**src/rtl/cu_pkg.sv**
```systemverilog
// Shared encodings for the microsequenced control unit: micro-PC states,
// ALU function codes, instruction opcodes and the packed control word.
package cu_pkg;

  localparam logic [2:0] PC_IDX  = 3'd7;
  localparam logic [2:0] PSW_IDX = 3'd6;
  localparam logic [2:0] RET_IDX = 3'd5;

  typedef enum logic [4:0] {
    S_CHECK  = 5'd0,
    S_F1     = 5'd1,
    S_F2     = 5'd2,
    S_F3     = 5'd3,
    S_F4     = 5'd4,
    S_DECODE = 5'd5,
    S_ALU1   = 5'd6,
    S_ALU2   = 5'd7,
    S_ALU3   = 5'd8,
    S_SH1    = 5'd9,
    S_SH2    = 5'd10,
    S_SH3    = 5'd11,
    S_LD1    = 5'd12,
    S_LD2    = 5'd13,
    S_LD3    = 5'd14,
    S_ST1    = 5'd15,
    S_ST2    = 5'd16,
    S_ST3    = 5'd17,
    S_BR1    = 5'd18,
    S_BR2    = 5'd19,
    S_BR3    = 5'd20,
    S_JMP1   = 5'd21,
    S_LDI1   = 5'd22,
    S_JMP2   = 5'd23,
    S_INT1   = 5'd24,
    S_INT2   = 5'd25,
    S_INT3   = 5'd26,
    S_INT4   = 5'd27,
    S_INT5   = 5'd28,
    S_HALT   = 5'd29,
    S_LDI2   = 5'd30,
    S_UNUSED = 5'd31
  } upc_t;

  typedef enum logic [2:0] {
    ALU_PASS = 3'd0,
    ALU_ADD  = 3'd1,
    ALU_SUB  = 3'd2,
    ALU_AND  = 3'd3,
    ALU_OR   = 3'd4,
    ALU_XOR  = 3'd5
  } alu_op_t;

  typedef enum logic [3:0] {
    OP_NOP   = 4'h0,
    OP_ADD   = 4'h1,
    OP_SUB   = 4'h2,
    OP_AND   = 4'h3,
    OP_OR    = 4'h4,
    OP_XOR   = 4'h5,
    OP_SHL   = 4'h6,
    OP_SHR   = 4'h7,
    OP_LOAD  = 4'h8,
    OP_STORE = 4'h9,
    OP_BZ    = 4'hA,
    OP_BN    = 4'hB,
    OP_BNZ   = 4'hC,
    OP_JMP   = 4'hD,
    OP_LDI   = 4'hE,
    OP_HALT  = 4'hF
  } opcode_t;

  typedef struct packed {
    logic [2:0] alu;
    logic [2:0] gpr_sel;
    logic       con_rom_out;
    logic       gpr_in;
    logic       gpr_out;
    logic       ir_in;
    logic       mar_in;
    logic       mdr_in;
    logic       mdr_out;
    logic       psw_in;
    logic       psw_out;
    logic       ram_rd;
    logic       ram_wr;
    logic       timer_in;
    logic       y_in;
    logic       y_out;
    logic       y_offset_in;
    logic       y_shl;
    logic       y_shr;
    logic       z_in;
    logic       z_out;
  } ctrl_t;

endpackage

```
**src/rtl/cu_microrom.sv**
```systemverilog
// Control-word decode for each micro-PC state. Purely combinational; the
// low opcode bits and Rs2 are stable for the whole execute phase.
module cu_microrom
  import cu_pkg::*;
(
  input  upc_t       upc,
  input  logic [2:0] op_lo,
  input  logic [2:0] ir_rs2,
  output ctrl_t      ctrl
);

  always_comb begin
    ctrl = '0;
    case (upc)
      S_F1:   begin ctrl.gpr_sel = PC_IDX; ctrl.gpr_out = 1'b1; ctrl.mar_in = 1'b1; ctrl.y_in = 1'b1; end
      S_F2:   begin ctrl.ram_rd = 1'b1; ctrl.mdr_in = 1'b1; ctrl.con_rom_out = 1'b1;
                    ctrl.alu = ALU_ADD; ctrl.z_in = 1'b1; end
      S_F3:   begin ctrl.z_out = 1'b1; ctrl.gpr_sel = PC_IDX; ctrl.gpr_in = 1'b1; end
      S_F4:   begin ctrl.mdr_out = 1'b1; ctrl.ir_in = 1'b1; end
      S_ALU1: begin ctrl.gpr_sel = ir_rs2; ctrl.gpr_out = 1'b1; ctrl.y_in = 1'b1; end
      // ALU opcodes 1..5 map directly onto the ALU function codes.
      S_ALU2: begin ctrl.gpr_out = 1'b1; ctrl.alu = op_lo; ctrl.z_in = 1'b1; ctrl.psw_in = 1'b1; end
      S_ALU3: begin ctrl.z_out = 1'b1; ctrl.gpr_in = 1'b1; end
      S_SH1:  begin ctrl.gpr_sel = ir_rs2; ctrl.gpr_out = 1'b1; ctrl.y_in = 1'b1; end
      S_SH2:  begin ctrl.y_shl = ~op_lo[0]; ctrl.y_shr = op_lo[0]; end
      S_SH3:  begin ctrl.y_out = 1'b1; ctrl.gpr_sel = ir_rs2; ctrl.gpr_in = 1'b1; end
      S_LD1:  begin ctrl.gpr_sel = ir_rs2; ctrl.gpr_out = 1'b1; ctrl.mar_in = 1'b1; end
      S_LD2:  begin ctrl.ram_rd = 1'b1; ctrl.mdr_in = 1'b1; end
      S_LD3:  begin ctrl.mdr_out = 1'b1; ctrl.gpr_in = 1'b1; end
      S_ST1:  begin ctrl.gpr_sel = ir_rs2; ctrl.gpr_out = 1'b1; ctrl.mar_in = 1'b1; end
      S_ST2:  begin ctrl.gpr_out = 1'b1; ctrl.mdr_in = 1'b1; end
      S_ST3:  begin ctrl.ram_wr = 1'b1; end
      S_BR1:  begin ctrl.y_offset_in = 1'b1; end
      S_BR2:  begin ctrl.gpr_sel = PC_IDX; ctrl.gpr_out = 1'b1; ctrl.alu = ALU_ADD; ctrl.z_in = 1'b1; end
      S_BR3:  begin ctrl.z_out = 1'b1; ctrl.gpr_sel = PC_IDX; ctrl.gpr_in = 1'b1; end
      S_JMP1: begin ctrl.gpr_sel = ir_rs2; ctrl.gpr_out = 1'b1; ctrl.y_in = 1'b1; end
      S_JMP2: begin ctrl.y_out = 1'b1; ctrl.gpr_sel = PC_IDX; ctrl.gpr_in = 1'b1; end
      S_LDI1: begin ctrl.y_offset_in = 1'b1; end
      S_LDI2: begin ctrl.y_out = 1'b1; ctrl.gpr_sel = ir_rs2; ctrl.gpr_in = 1'b1; end
      // Interrupt entry: save PSW and PC, then vector PC and reload timer/PSW.
      S_INT1: begin ctrl.psw_out = 1'b1; ctrl.gpr_sel = PSW_IDX; ctrl.gpr_in = 1'b1; end
      S_INT2: begin ctrl.gpr_sel = PC_IDX; ctrl.gpr_out = 1'b1; ctrl.y_in = 1'b1; end
      S_INT3: begin ctrl.y_out = 1'b1; ctrl.gpr_sel = RET_IDX; ctrl.gpr_in = 1'b1; end
      S_INT4: begin ctrl.con_rom_out = 1'b1; ctrl.gpr_sel = PC_IDX; ctrl.gpr_in = 1'b1;
                    ctrl.timer_in = 1'b1; end
      S_INT5: begin ctrl.con_rom_out = 1'b1; ctrl.psw_in = 1'b1; end
      default: ctrl = '0;
    endcase
  end

endmodule

```
**src/rtl/control_unit.sv**
```systemverilog
// Moore microsequencer: the micro-PC selects the control word; next-state
// logic branches only at CHECK (interrupt) and DECODE (opcode / flags).
module control_unit
  import cu_pkg::*;
(
  input  logic       clk,
  input  logic       reset,
  input  logic [3:0] opcode,
  input  logic [2:0] PSW_bits,
  input  logic [2:0] IR_Rs2,
  input  logic       timeout,
  output logic [4:0] REG_OUT_CONTROL_UNIT,
  output logic [2:0] ALU_control,
  output logic [2:0] GPR_select,
  output logic       con_ROM_out,
  output logic       GPR_in,
  output logic       GPR_out,
  output logic       IR_in,
  output logic       MAR_in,
  output logic       MDR_in,
  output logic       MDR_out,
  output logic       PSW_in,
  output logic       PSW_out,
  output logic       RAM_enable_read,
  output logic       RAM_enable_write,
  output logic       timer_in,
  output logic       Y_in,
  output logic       Y_out,
  output logic       Y_offset_in,
  output logic       Y_shift_left,
  output logic       Y_shift_right,
  output logic       Z_in,
  output logic       Z_out
);

  upc_t  upc_q;
  upc_t  upc_d;
  ctrl_t ctrl;
  logic  flag_z;
  logic  flag_n;
  logic  int_en;

  assign flag_z = PSW_bits[0];
  assign flag_n = PSW_bits[1];
  assign int_en = PSW_bits[2];

  always_comb begin
    upc_d = S_CHECK;
    case (upc_q)
      S_CHECK:  upc_d = (timeout && int_en) ? S_INT1 : S_F1;
      S_F1:     upc_d = S_F2;
      S_F2:     upc_d = S_F3;
      S_F3:     upc_d = S_F4;
      S_F4:     upc_d = S_DECODE;
      S_DECODE: begin
        case (opcode_t'(opcode))
          OP_NOP:                                    upc_d = S_CHECK;
          OP_ADD, OP_SUB, OP_AND, OP_OR, OP_XOR:     upc_d = S_ALU1;
          OP_SHL, OP_SHR:                            upc_d = S_SH1;
          OP_LOAD:                                   upc_d = S_LD1;
          OP_STORE:                                  upc_d = S_ST1;
          OP_BZ:                                     upc_d = flag_z  ? S_BR1 : S_CHECK;
          OP_BN:                                     upc_d = flag_n  ? S_BR1 : S_CHECK;
          OP_BNZ:                                    upc_d = !flag_z ? S_BR1 : S_CHECK;
          OP_JMP:                                    upc_d = S_JMP1;
          OP_LDI:                                    upc_d = S_LDI1;
          OP_HALT:                                   upc_d = S_HALT;
          default:                                   upc_d = S_CHECK;
        endcase
      end
      S_ALU1:   upc_d = S_ALU2;
      S_ALU2:   upc_d = S_ALU3;
      S_SH1:    upc_d = S_SH2;
      S_SH2:    upc_d = S_SH3;
      S_LD1:    upc_d = S_LD2;
      S_LD2:    upc_d = S_LD3;
      S_ST1:    upc_d = S_ST2;
      S_ST2:    upc_d = S_ST3;
      S_BR1:    upc_d = S_BR2;
      S_BR2:    upc_d = S_BR3;
      S_JMP1:   upc_d = S_JMP2;
      S_LDI1:   upc_d = S_LDI2;
      S_INT1:   upc_d = S_INT2;
      S_INT2:   upc_d = S_INT3;
      S_INT3:   upc_d = S_INT4;
      S_INT4:   upc_d = S_INT5;
      // HALT is left only through reset.
      S_HALT:   upc_d = S_HALT;
      default:  upc_d = S_CHECK;
    endcase
  end

  always_ff @(posedge clk or negedge reset) begin
    if (!reset) begin
      upc_q <= S_CHECK;
    end else begin
      upc_q <= upc_d;
    end
  end

  cu_microrom u_microrom (
    .upc    (upc_q),
    .op_lo  (opcode[2:0]),
    .ir_rs2 (IR_Rs2),
    .ctrl   (ctrl)
  );

  assign REG_OUT_CONTROL_UNIT = upc_q;
  assign ALU_control          = ctrl.alu;
  assign GPR_select           = ctrl.gpr_sel;
  assign con_ROM_out          = ctrl.con_rom_out;
  assign GPR_in               = ctrl.gpr_in;
  assign GPR_out              = ctrl.gpr_out;
  assign IR_in                = ctrl.ir_in;
  assign MAR_in               = ctrl.mar_in;
  assign MDR_in               = ctrl.mdr_in;
  assign MDR_out              = ctrl.mdr_out;
  assign PSW_in               = ctrl.psw_in;
  assign PSW_out              = ctrl.psw_out;
  assign RAM_enable_read      = ctrl.ram_rd;
  assign RAM_enable_write     = ctrl.ram_wr;
  assign timer_in             = ctrl.timer_in;
  assign Y_in                 = ctrl.y_in;
  assign Y_out                = ctrl.y_out;
  assign Y_offset_in          = ctrl.y_offset_in;
  assign Y_shift_left         = ctrl.y_shl;
  assign Y_shift_right        = ctrl.y_shr;
  assign Z_in                 = ctrl.z_in;
  assign Z_out                = ctrl.z_out;

endmodule

```
**config.mk**
```make
export PLATFORM = sky130hd
export DESIGN_NAME = control_unit
export DESIGN_NICKNAME = d
export VERILOG_FILES = /design/src/rtl/cu_pkg.sv /design/src/rtl/cu_microrom.sv /design/src/rtl/control_unit.sv
export SDC_FILE = /design/constraint.sdc
export NUM_CORES = 1
export LEC_CHECK = 0
export CAP_MARGIN = 5
export CORE_ASPECT_RATIO = 0.8
export CORE_UTILIZATION = 37
export DETAILED_ROUTE_END_ITERATION = 10
export PLACE_DENSITY = 0.82
export SETUP_SLACK_MARGIN = 0.2
export SLEW_MARGIN = 20
export SYNTH_ARGS = -nofsm -noshare
export SYNTH_HDL_FRONTEND = slang
export SYNTH_SLANG_ARGS = --single-unit
```
**constraint.sdc**
```tcl
create_clock -name clk -period 1.5 [get_ports clk]
set_input_delay 0.225 -clock clk [delete_from_list [all_inputs] [get_ports clk]]
set_output_delay 0.225 -clock clk [all_outputs]
set_load 0.005 [all_outputs]
```
==> flow_summary.ini, run 1 <==
[outcome]
status = did not finish
stop_stage = global routing
tool.error = [ERROR DPL-0038] Utilization greater than 100%, impossible to legalize

[logic_synthesis]
synth_compound_area_share_pct = 37.78
synth_top_family_by_area = compound AO/OA/AOI/OAI gates
netlist-cell-type-count = 52
yosys.area.top_type = dfrtp_1
yosys_most_used_dff = dfrtp_1
synth_area_sq_um = 1162
synth_area_per_cell_sq_um = 6.422
synth_mux_area_share_pct = 2.691
synth_top_cell_area_share_pct = 10.76
synth-simple-area-share_pct = 36.81
synth_fa_ha_area_share_pct = 0
synth_enable_flop_cells = 0
ys_async_sr_fraction_pct = 100.0
synth_seq_cells = 5
synth_xor_xnor_area_share_pct = 1.507
ys_seq_area_share_pct = 10.76
synth_area_leaders = dfrtp_1 11%, a21oi_1 8.6%, nor2_1 6.5%
yosysWarnings = 0
syn-instance-count = 181
synth_fp_nets = 194

[sta]
crit_endpoint = GPR_select[0]
worst-ep-kind = output port

[floorplanning]
io_pins = 43
start_util_pct = 40.48
die_x_microns = 64.67
rows = 17
fp.dieH_microns = 52.13

[clocking]
htree_levels = 1
root_buffer = clkbuf_8
numCtsBuffers = 3
hold_buffers = 0
clock-sinks = 5
clockBufferDepth = 2

[place]
io_buffers = 42
hpwl_microns = 3588
globalplace.congestion = 0.9565

[global_route]
grt_max_degree = 9
-- logic make-up after synthesis --
group / count (synthesis)
AO/OA/AOI/OAI: 66
buffers and inverters: 25
multiplexers: 3
XOR/XNOR: 2
AND/OR/NAND/NOR: 80
flip-flops: 5
-- through the flow --
step | setup WS, ns | hold slack, ns | instances | setup TNS, ns | area [sq um]
after detailed placement | -0.5039 | 0.4728 | 310 | -11.07 | 2096
after global placement | -0.4938 | 0.4716 | 310 | -10.59 | 2096
after floorplan | -0.03570 | -0.07059 | 181 | -0.03570 | 1250
after CTS | -0.4762 | 0.2377 | 345 | -7.131 | 2704
-- synth_stat cells, drive strengths merged, types with 3 or more instances --
cell    number
nor2        21
a21oi       20
buf         15
nand2       12
o21ai       11
nand2b      10
nor3         7
inv          6
dfrtp        5
nand3        5
o22ai        5
and2         4
clkbuf       4
nor2b        4
a211o        3
a21o         3
or2          3
-- repair_timing --
action                                 in CTS
pin swaps                                  37
endpoints found under the hold margin       0
setup buffers                              31
setup endpoints to repair                  35
gates resized for setup                   210
gates cloned                                0
==> run 2, diff against run 1 <==
- CORE_ASPECT_RATIO: 0.8 -> default
- CORE_UTILIZATION: 37 -> 22
- PLACE_DENSITY: 0.82 -> default
- PLACE_DENSITY_LB_ADDON: default -> 0.15
- SETUP_SLACK_MARGIN: 0.2 -> default
- clock period: 1.5 -> 1.95 ns (I/O delays scaled with it)
==> flow_summary.ini, run 2 <==
[sta]
hold_viol_final = 0
rsz0062_at_grt = true
fin_setup_tns_ns = -0.3349
tightest_slew_ns = 0.3177
fmax_ghz = 0.4795
maxSlewHeadroom_pct = 78.82
min_period_ns = 2.085
finClkSkew_ns = 0.005124
drv_slew = 0
fin_ws_ns = -0.1355
setup_viol = 6
fin_crit_sh_pct = 106.9

[setup_path]
cpMostUsedCell = buf_6
crit_path_end_kind = output pin
r2r_start = REG_OUT_CONTROL_UNIT[3]
worstPathArrival_ns = 1.79
r2r_slack_ns = 0.13
start_kind = flip-flop
required_ns = 1.66
reg2reg_to = REG_OUT_CONTROL_UNIT[4]
cp_slowest_cell = dfrtp_2
rr_worst_depth = 7
critPathKind = flip-flop to output pin
critical_path.max_fanout = 5
path_cells = buf_6 -> buf_6 -> nand2_4 -> a21oi_2 -> a211o_1 -> buf_6 -> a211o_1 -> buf_2
critPathMaxStageDelay_ns = 0.45

[floorplanning]
core_area_sq_um = 5107
dieArea_sq_um = 5578
die_x_microns = 74.69
rows = 26
io_pins = 43
fp.dieH_microns = 74.69
start_util_pct = 22.76

[pwr]
p_switching_mw = 1.791
power_density_nw_per_um2 = 1584
combPwrFrac_pct = 89.4
swShare_pct = 45.55
p_leak_nw = 1.123
worst_ir_drop_vdd_mv = 0.5040
clkPwrFrac_pct = 4.9
seqPwrFrac_pct = 5.7
finalPower_mw = 3.932
internal_power_mw = 2.141

[logic_synthesis]
ys_async_sr_fraction_pct = 100.0
synth_seq_cells = 5
syn-instance-count = 181
synth_area_per_cell_sq_um = 6.422
synth_top_cell_area_share_pct = 10.76
synth_area_leaders = dfrtp_1 11%, a21oi_1 8.6%, nor2_1 6.5%
synthTopCellsByCount = 20 x a21oi_1, 20 x nor2_1, 13 x buf_2
synth_area_sq_um = 1162
yosys.area.top_type = dfrtp_1
ys_seq_area_share_pct = 10.76
yosysWarnings = 0
synth_fp_nets = 194
synth_enable_flop_cells = 0
netlist-cell-type-count = 52
yosys_most_used_dff = dfrtp_1

[clocking]
root_buffer = clkbuf_8
numCtsBuffers = 3
clockBufferDepth = 2
clk_pin_slew_worst_paths_ns = 0.04
cts_tree = yes
clock-sinks = 5
htree_levels = 1
clk_latency_ns = 0.22

[outcome]
status = finished with violations
violations = negative setup slack

[place]
globalplace.congestion = 0.8338
io_buffers = 42
hpwl_microns = 3733

[run]
maxCapViolations = 0

[final_layout]
area_growth_pct = 113.6
final_common_cell = buf_4
drive_gt1_share_pct = 54.74
final_cell_mix = 54 x buf_4, 20 x buf_6, 17 x clkdlybuf4s50_1, 15 x nor2_1, 13 x a21oi_1
nNetsFinal = 299
antenna_cells = 0
largest_register_ffs = 5

[global_route]
grt_antenna_before_repair = 0
grt_pass1_wl_microns = 8369
grt_max_degree = 17
grt-ovfl-total = 0
grt_pass1_vias = 1724
track_usage_pct = 19.96

[routing]
post-route-drc-count = 0
dr.pass1.iters = 4
vias = 1862
vias_per_cell = 5.245
wl_microns = 5812
wl_per_cell_microns = 16.37
antenna_left = 0
first_iter_violations = 133

[worst_hold_path]
min_path_type = input pin to asynchronous set/reset pin
## run 2: cell counts after synthesis
No cell type changed its count.
## run 2: cell type report
type,count,area (sq um)
Clock buffer,4,45.04
Fill cell,507,2625
Inverter,6,25.02
Multi-Input combinational cell,151,1192
Sequential cell,5,131.4
Tap cell,70,87.58
Timing Repair Buffer,119,1001
## run 2: power groups by stage
stage	logic [mW]	clock network, mW	registers (mW)
2_1_floorplan	1.34	0	0.192
3_3_place_gp	2.70	0	0.251
3_5_place_dp	2.67	0	0.251
4_1_cts	3.03	0.194	0.241
5_1_grt	3.72	0.207	0.227
6_report	3.52	0.194	0.223
## run 2: critical path, delay by kind of cell, from the launching register on
family	cells	cell delay (ns)
AOI/OAI and AO/OA	3	0.56
DFF	1	0.45
and+or+nand+nor	1	0.05
buffers and inverters	4	0.51
## run 2: metal layers
layer,up-vias,wire length [microns],share of wire [%],track usage (%)
li1,879,-,-,-
met1,888,2358,41,25.16
met2,74,2936,51,33.23
met3,21,334,5.7,2.276
met4,0,182,3.1,10.90
met5,-,0,0,0
## run 2: worst max-delay path by stage
| stage | depth (start not counted) | slack (ns) | startpoint | to |
|---|---|---|---|---|
| CTS | 8 | -0.17 | REG_OUT_CONTROL_UNIT[4] | GPR_select[0] |
| global route | 8 | -0.18 | REG_OUT_CONTROL_UNIT[4] | GPR_select[0] |
| detailed placement | 6 | -0.20 | IR_Rs2[1] | GPR_select[1] |
| global placement | 4 | -0.19 | REG_OUT_CONTROL_UNIT[0] | RAM_enable_write |
| finish | 8 | -0.14 | REG_OUT_CONTROL_UNIT[4] | GPR_select[0] |
| floorplan | 5 | 0.31 | REG_OUT_CONTROL_UNIT[2] | GPR_select[0] |
## run 2: through the flow
step                std cells  util, %  hold slack [ns]  setup slack, ns  area (sq um)
finish                    355    48.60           0.2959          -0.1355          2482
global route              355    48.60           0.3185          -0.1833          2482
CTS                       350    45.03           0.3046          -0.1745          2300
detailed placement        330    39.25           0.5369          -0.1994          2004
global placement          330    39.25           0.5312          -0.1857          2004
floorplan                 181        -        -0.003091           0.3115          1162
## run 2: kinds of logic after synthesis
logic type	after synthesis	synth area share, %
buffers and inverters	25	10.44
XOR/XNOR	2	1.507
multiplexers	3	2.691
AO/OA/AOI/OAI	66	37.78
flip-flops	5	10.76
AND/OR/NAND/NOR	80	36.81
## run 2: repair_timing
item	4_1_cts	5_1_grt
hold buffers	0	0
endpoints found under the setup margin	25	19
pin swaps	12	10
buffers inserted	17	8
gates resized for setup	106	60
Note: power is estimated with default switching activity, not from simulation.
==> run 3, diff against run 2 <==
- GPL_TIMING_DRIVEN: default -> 0
==> flow_summary.ini, run 3 (synthesis gave the netlist of run 2 again) <==
[outcome]
status = finished with violations
violations = negative setup slack

[routing]
dr.pass1.iters = 4
vias_per_cell = 5.321
vias = 1692
first_iter_violations = 105
antenna_left = 0
wl_per_cell_microns = 16.61
wl_microns = 5281
post-route-drc-count = 0

[final_layout]
nNetsFinal = 262
area_growth_pct = 83.64
utilization_pct = 41.79
drive_gt1_share_pct = 41.53
antenna_cells = 0
largest_register_ffs = 5
final_cell_mix = 20 x buf_4, 16 x clkdlybuf4s50_1, 15 x buf_6, 15 x nor2_1, 14 x a21oi_1
final_common_cell = buf_4
nFillCells = 545

[sta]
fin_ws_ns = -0.06836
maxSlewHeadroom_pct = 76.17
finClkSkew_ns = 0.006056
setup_viol = 3
rsz0062_at_grt = true
hold_viol_final = 0
tightest_slew_ns = 0.3571
fin_crit_sh_pct = 103.5
fmax_ghz = 0.4955
drv_slew = 0
hold_slack_ns = 0.2955
min_period_ns = 2.018

[clocking]
hold_buffers = 0
root_buffer = clkbuf_8
clockBufferDepth = 2
clock-sinks = 5
cts_tree = yes
clk_latency_ns = 0.23
htree_levels = 1
clk_pin_slew_worst_paths_ns = 0.04
numCtsBuffers = 3

[pwr]
power_density_nw_per_um2 = 1602
worst_ir_drop_vdd_mv = 0.5255
p_leak_nw = 0.9331

[place]
io_buffers = 41
preCtsSetupSlack_ns = -0.3092
hpwl_microns = 3548
globalplace.congestion = 0.8557

[setup_path]
crit_path_end_kind = output pin
cp_slowest_cell = dfrtp_1
path_cells = buf_6 -> buf_6 -> nand2b_4 -> nor2_4 -> a211o_1 -> a211o_1 -> buf_2
start_kind = flip-flop
cp.depth = 7
critical_path.max_fanout = 7
r2r_slack_ns = 0.30
cp_top_family = compound AO/OA/AOI/OAI gates
worstPathArrival_ns = 1.73
critPathMaxStageDelay_ns = 0.37
critical_path.n_buffers_inverters = 3
rr_worst_depth = 6
critPathKind = flip-flop to output pin
required_ns = 1.66

[global_route]
track_usage_pct = 19.67
grt_antenna_before_repair = 0
grt-ovfl-total = 0
grt_pass1_vias = 1624
grt_pass1_wl_microns = 8273
grt_max_degree = 11

[floorplanning]
fp.dieH_microns = 74.69
start_util_pct = 22.76
rows = 26
core_area_sq_um = 5107
io_pins = 43
die_x_microns = 74.69
dieArea_sq_um = 5578

[worst_hold_path]
min_path_type = input pin to asynchronous set/reset pin

[run]
maxCapViolations = 0
-- run 3: final timing paths --
kind / start / end
worst max-delay path: REG_OUT_CONTROL_UNIT[2] / GPR_select[0]
worst min-delay path: reset / REG_OUT_CONTROL_UNIT[1]
worst max register to register: REG_OUT_CONTROL_UNIT[2] / REG_OUT_CONTROL_UNIT[4]
worst min register to register: REG_OUT_CONTROL_UNIT[1] / REG_OUT_CONTROL_UNIT[0]
max in group asynchronous: reset / REG_OUT_CONTROL_UNIT[3]
min in group clk: opcode[1] / REG_OUT_CONTROL_UNIT[0]
-- run 3: cell type report --
cell class / instances / area (sq um) / share of cell area [%]
buffer: 16 / 171.4 / 8.030
clock buffer: 4 / 45.04 / 2.110
inverter: 6 / 27.53 / 1.290
multi-input combinational: 151 / 1110 / 51.99
sequential: 5 / 128.9 / 6.038
tap: 70 / 87.58 / 4.103
timing repair buffer: 66 / 564.3 / 26.44
-- run 3: per-layer routing --
| layer | vias to the layer above | GRT usage (%) | wire length [microns] |
|---|---|---|---|
| met3 | 8 | 2.410 | 317 |
| met4 | 0 | 7.338 | 81 |
| met5 | - | 0 | 0 |
| li1 | 799 | - | - |
| met1 | 815 | 27.52 | 2294 |
| met2 | 70 | 30.93 | 2588 |
-- run 3: where the power goes --
part	internal (mW)	total, mW	switching, mW
Combinational	1.52	2.99	1.47
Sequential	0.156	0.232	0.0765
Clock	0.141	0.199	0.0580
Total	1.82	3.42	1.60
-- run 3: repair_timing --
item / 4_1_cts / 5_1_grt
cloned: 1 / 1
gates resized for setup: 113 / 39
endpoints found under the setup margin: 25 / 18
pin swaps: 5 / 9
setup buffers: 16 / 8
-- run 3: through the flow --
| stage | TNS (ns) | power [mW] | cell area, sq um | std cells |
|---|---|---|---|---|
| after global placement | -4.547 | 2.446 | 1660 | 292 |
| after detailed placement | -4.171 | 2.430 | 1660 | 292 |
| after CTS | -0.3506 | 3.063 | 1989 | 310 |
| after global routing | -0.6823 | 3.669 | 2135 | 318 |
| final | -0.1214 | 3.420 | 2135 | 318 |
| after floorplan | 0 | 1.527 | 1162 | 181 |
==> run 4, diff against run 3 <==
- CORE_ASPECT_RATIO: default -> 0.7
==> flow_summary.ini, run 4 (synthesis gave the netlist of run 2 again) <==
[outcome]
status = finished with violations
violations = negative setup slack

[setup_path]
cp_slowest_cell = dfrtp_1
cp_top_family = buffers and inverters
required_ns = 1.66
crit_path_end_kind = output pin
r2r_slack_ns = 0.17
critPathMaxStageDelay_ns = 0.36
worstPathArrival_ns = 1.76
critPathKind = flip-flop to output pin
critical_path.n_buffers_inverters = 3
path_cells = buf_4 -> clkbuf_2 -> o311ai_1 -> o221ai_1 -> dlygate4sd2_1
r2r_start = REG_OUT_CONTROL_UNIT[2]
rr_worst_depth = 7
start_kind = flip-flop
critical_path.max_fanout = 10
reg2reg_to = REG_OUT_CONTROL_UNIT[4]

[run]
maxCapViolations = 0

[final_layout]
largest_register_ffs = 5
area_growth_pct = 79.44
final_common_cell = buf_4
utilization_pct = 42.22
final_cell_mix = 25 x buf_4, 16 x a21oi_1, 16 x clkdlybuf4s50_1, 15 x nor2_1, 10 x nand2_1
drive_gt1_share_pct = 41.87
nNetsFinal = 260
antenna_cells = 0

[routing]
vias_per_cell = 5.333
dr.pass1.iters = 4
antenna_left = 0
post-route-drc-count = 0
wl_microns = 5131
wl_per_cell_microns = 16.29
first_iter_violations = 116
vias = 1680

[floorplanning]
core_area_sq_um = 4940
start_util_pct = 23.53
io_pins = 43
dieArea_sq_um = 5583
die_x_microns = 88.88
fp.dieH_microns = 62.82
rows = 21

[global_route]
track_usage_pct = 18.83
grt_pass1_wl_microns = 8107
grt_pass1_vias = 1532
grt_antenna_before_repair = 0
grt-ovfl-total = 0
grt_max_degree = 11

[pwr]
power_density_nw_per_um2 = 1584
worst_ir_drop_vdd_mv = 0.3746
p_leak_nw = 0.9131

[place]
hpwl_microns = 3617
globalplace.congestion = 0.8864
io_buffers = 41

[sta]
fin_crit_sh_pct = 105.1
min_period_ns = 2.049
fin_ws_ns = -0.09924
hold_viol_final = 0
setup_viol = 4
finClkSkew_ns = 0.002867
maxSlewHeadroom_pct = 71.06
fmax_ghz = 0.4880
hold_slack_ns = 0.2989
drv_slew = 0
fin_setup_tns_ns = -0.2349
rsz0062_at_grt = true
tightest_slew_ns = 0.4341

[worst_hold_path]
min_path_type = input pin to asynchronous set/reset pin

[clocking]
numCtsBuffers = 3
clockBufferDepth = 2
root_buffer = clkbuf_8
hold_buffers = 0
cts_tree = yes
clk_pin_slew_worst_paths_ns = 0.04
htree_levels = 1
clk_latency_ns = 0.22
clock-sinks = 5
==> run 4: cell count changes in the layout (fill, tap and decap cells not counted), moves of 3 or more <==
| cell | previous run | this run |
|---|---|---|
| buf_4 | 20 | 25 |
| and2_4 | 3 | 0 |
| buf_8 | 1 | 4 |
| clkdlybuf4s15_2 | 0 | 3 |
| buf_6 | 15 | 7 |
==> run 4: what timing repair did <==
item                                    4_1_cts  5_1_grt
buffers inserted                             17        6
cloned                                        1        0
pin swaps                                     8        7
endpoints found under the setup margin       25       19
gates resized for setup                     123       25
==> run 4: power breakdown <==
group | internal, mW | switching, mW | leakage, nW
Clock | 0.140 | 0.0491 | 0.0228
Sequential | 0.154 | 0.0370 | 0.0605
Combinational | 1.44 | 1.48 | 0.830
Total | 1.73 | 1.57 | 0.913
==> run 4: through the flow <==
stage	worst slack [ns]	instances	instance area, sq um	total power, mW
after floorplan	0.3115	181	1162	1.527
final	-0.09924	315	2086	3.304
after detailed placement	-0.3578	291	1659	2.438
after global routing	-0.1589	315	2086	3.549
after CTS	-0.1704	310	2014	3.135
after global placement	-0.3815	291	1659	2.467
==> run 4: worst max path at each step <==
stage,startpoint,to,cells past startpoint
4_1_cts,REG_OUT_CONTROL_UNIT[2],GPR_select[1],6
3_5_place_dp,REG_OUT_CONTROL_UNIT[4],GPR_select[1],6
3_3_place_gp,REG_OUT_CONTROL_UNIT[4],GPR_select[1],6
2_1_floorplan,REG_OUT_CONTROL_UNIT[2],GPR_select[0],5
6_report,REG_OUT_CONTROL_UNIT[1],GPR_select[1],5
5_1_grt,REG_OUT_CONTROL_UNIT[1],GPR_select[1],6
==> run 4: cell type report <==
type,instances,area [sq um]
well taps,69,86.33
inverters,6,28.78
plain buffers,16,170.2
flip-flops and latches,5,127.6
fillers,560,2854
clock buffers,4,45.04
multi-input cells,151,1096
repair buffers,64,531.8
==> run 4: worst register-to-register path, stage by stage, from the launching register on <==
cell and delay (ns):
dfrtp_1 0.40, buf_6 0.15, or3b_4 0.25, buf_6 0.13
buf_4 0.11, nor2_2 0.04, a32o_1 0.25, a311o_1 0.33
==> run 4: layer usage <==
| layer | share of wire, % | track usage, % | routed length (microns) | vias to the layer above |
|---|---|---|---|---|
| li1 | - | - | - | 798 |
| met1 | 46 | 28.26 | 2336 | 806 |
| met2 | 46 | 29.23 | 2353 | 74 |
| met3 | 8.3 | 2.378 | 425 | 2 |
| met4 | 0.29 | 1.815 | 15 | 0 |
| met5 | 0 | 0 | 0 | - |
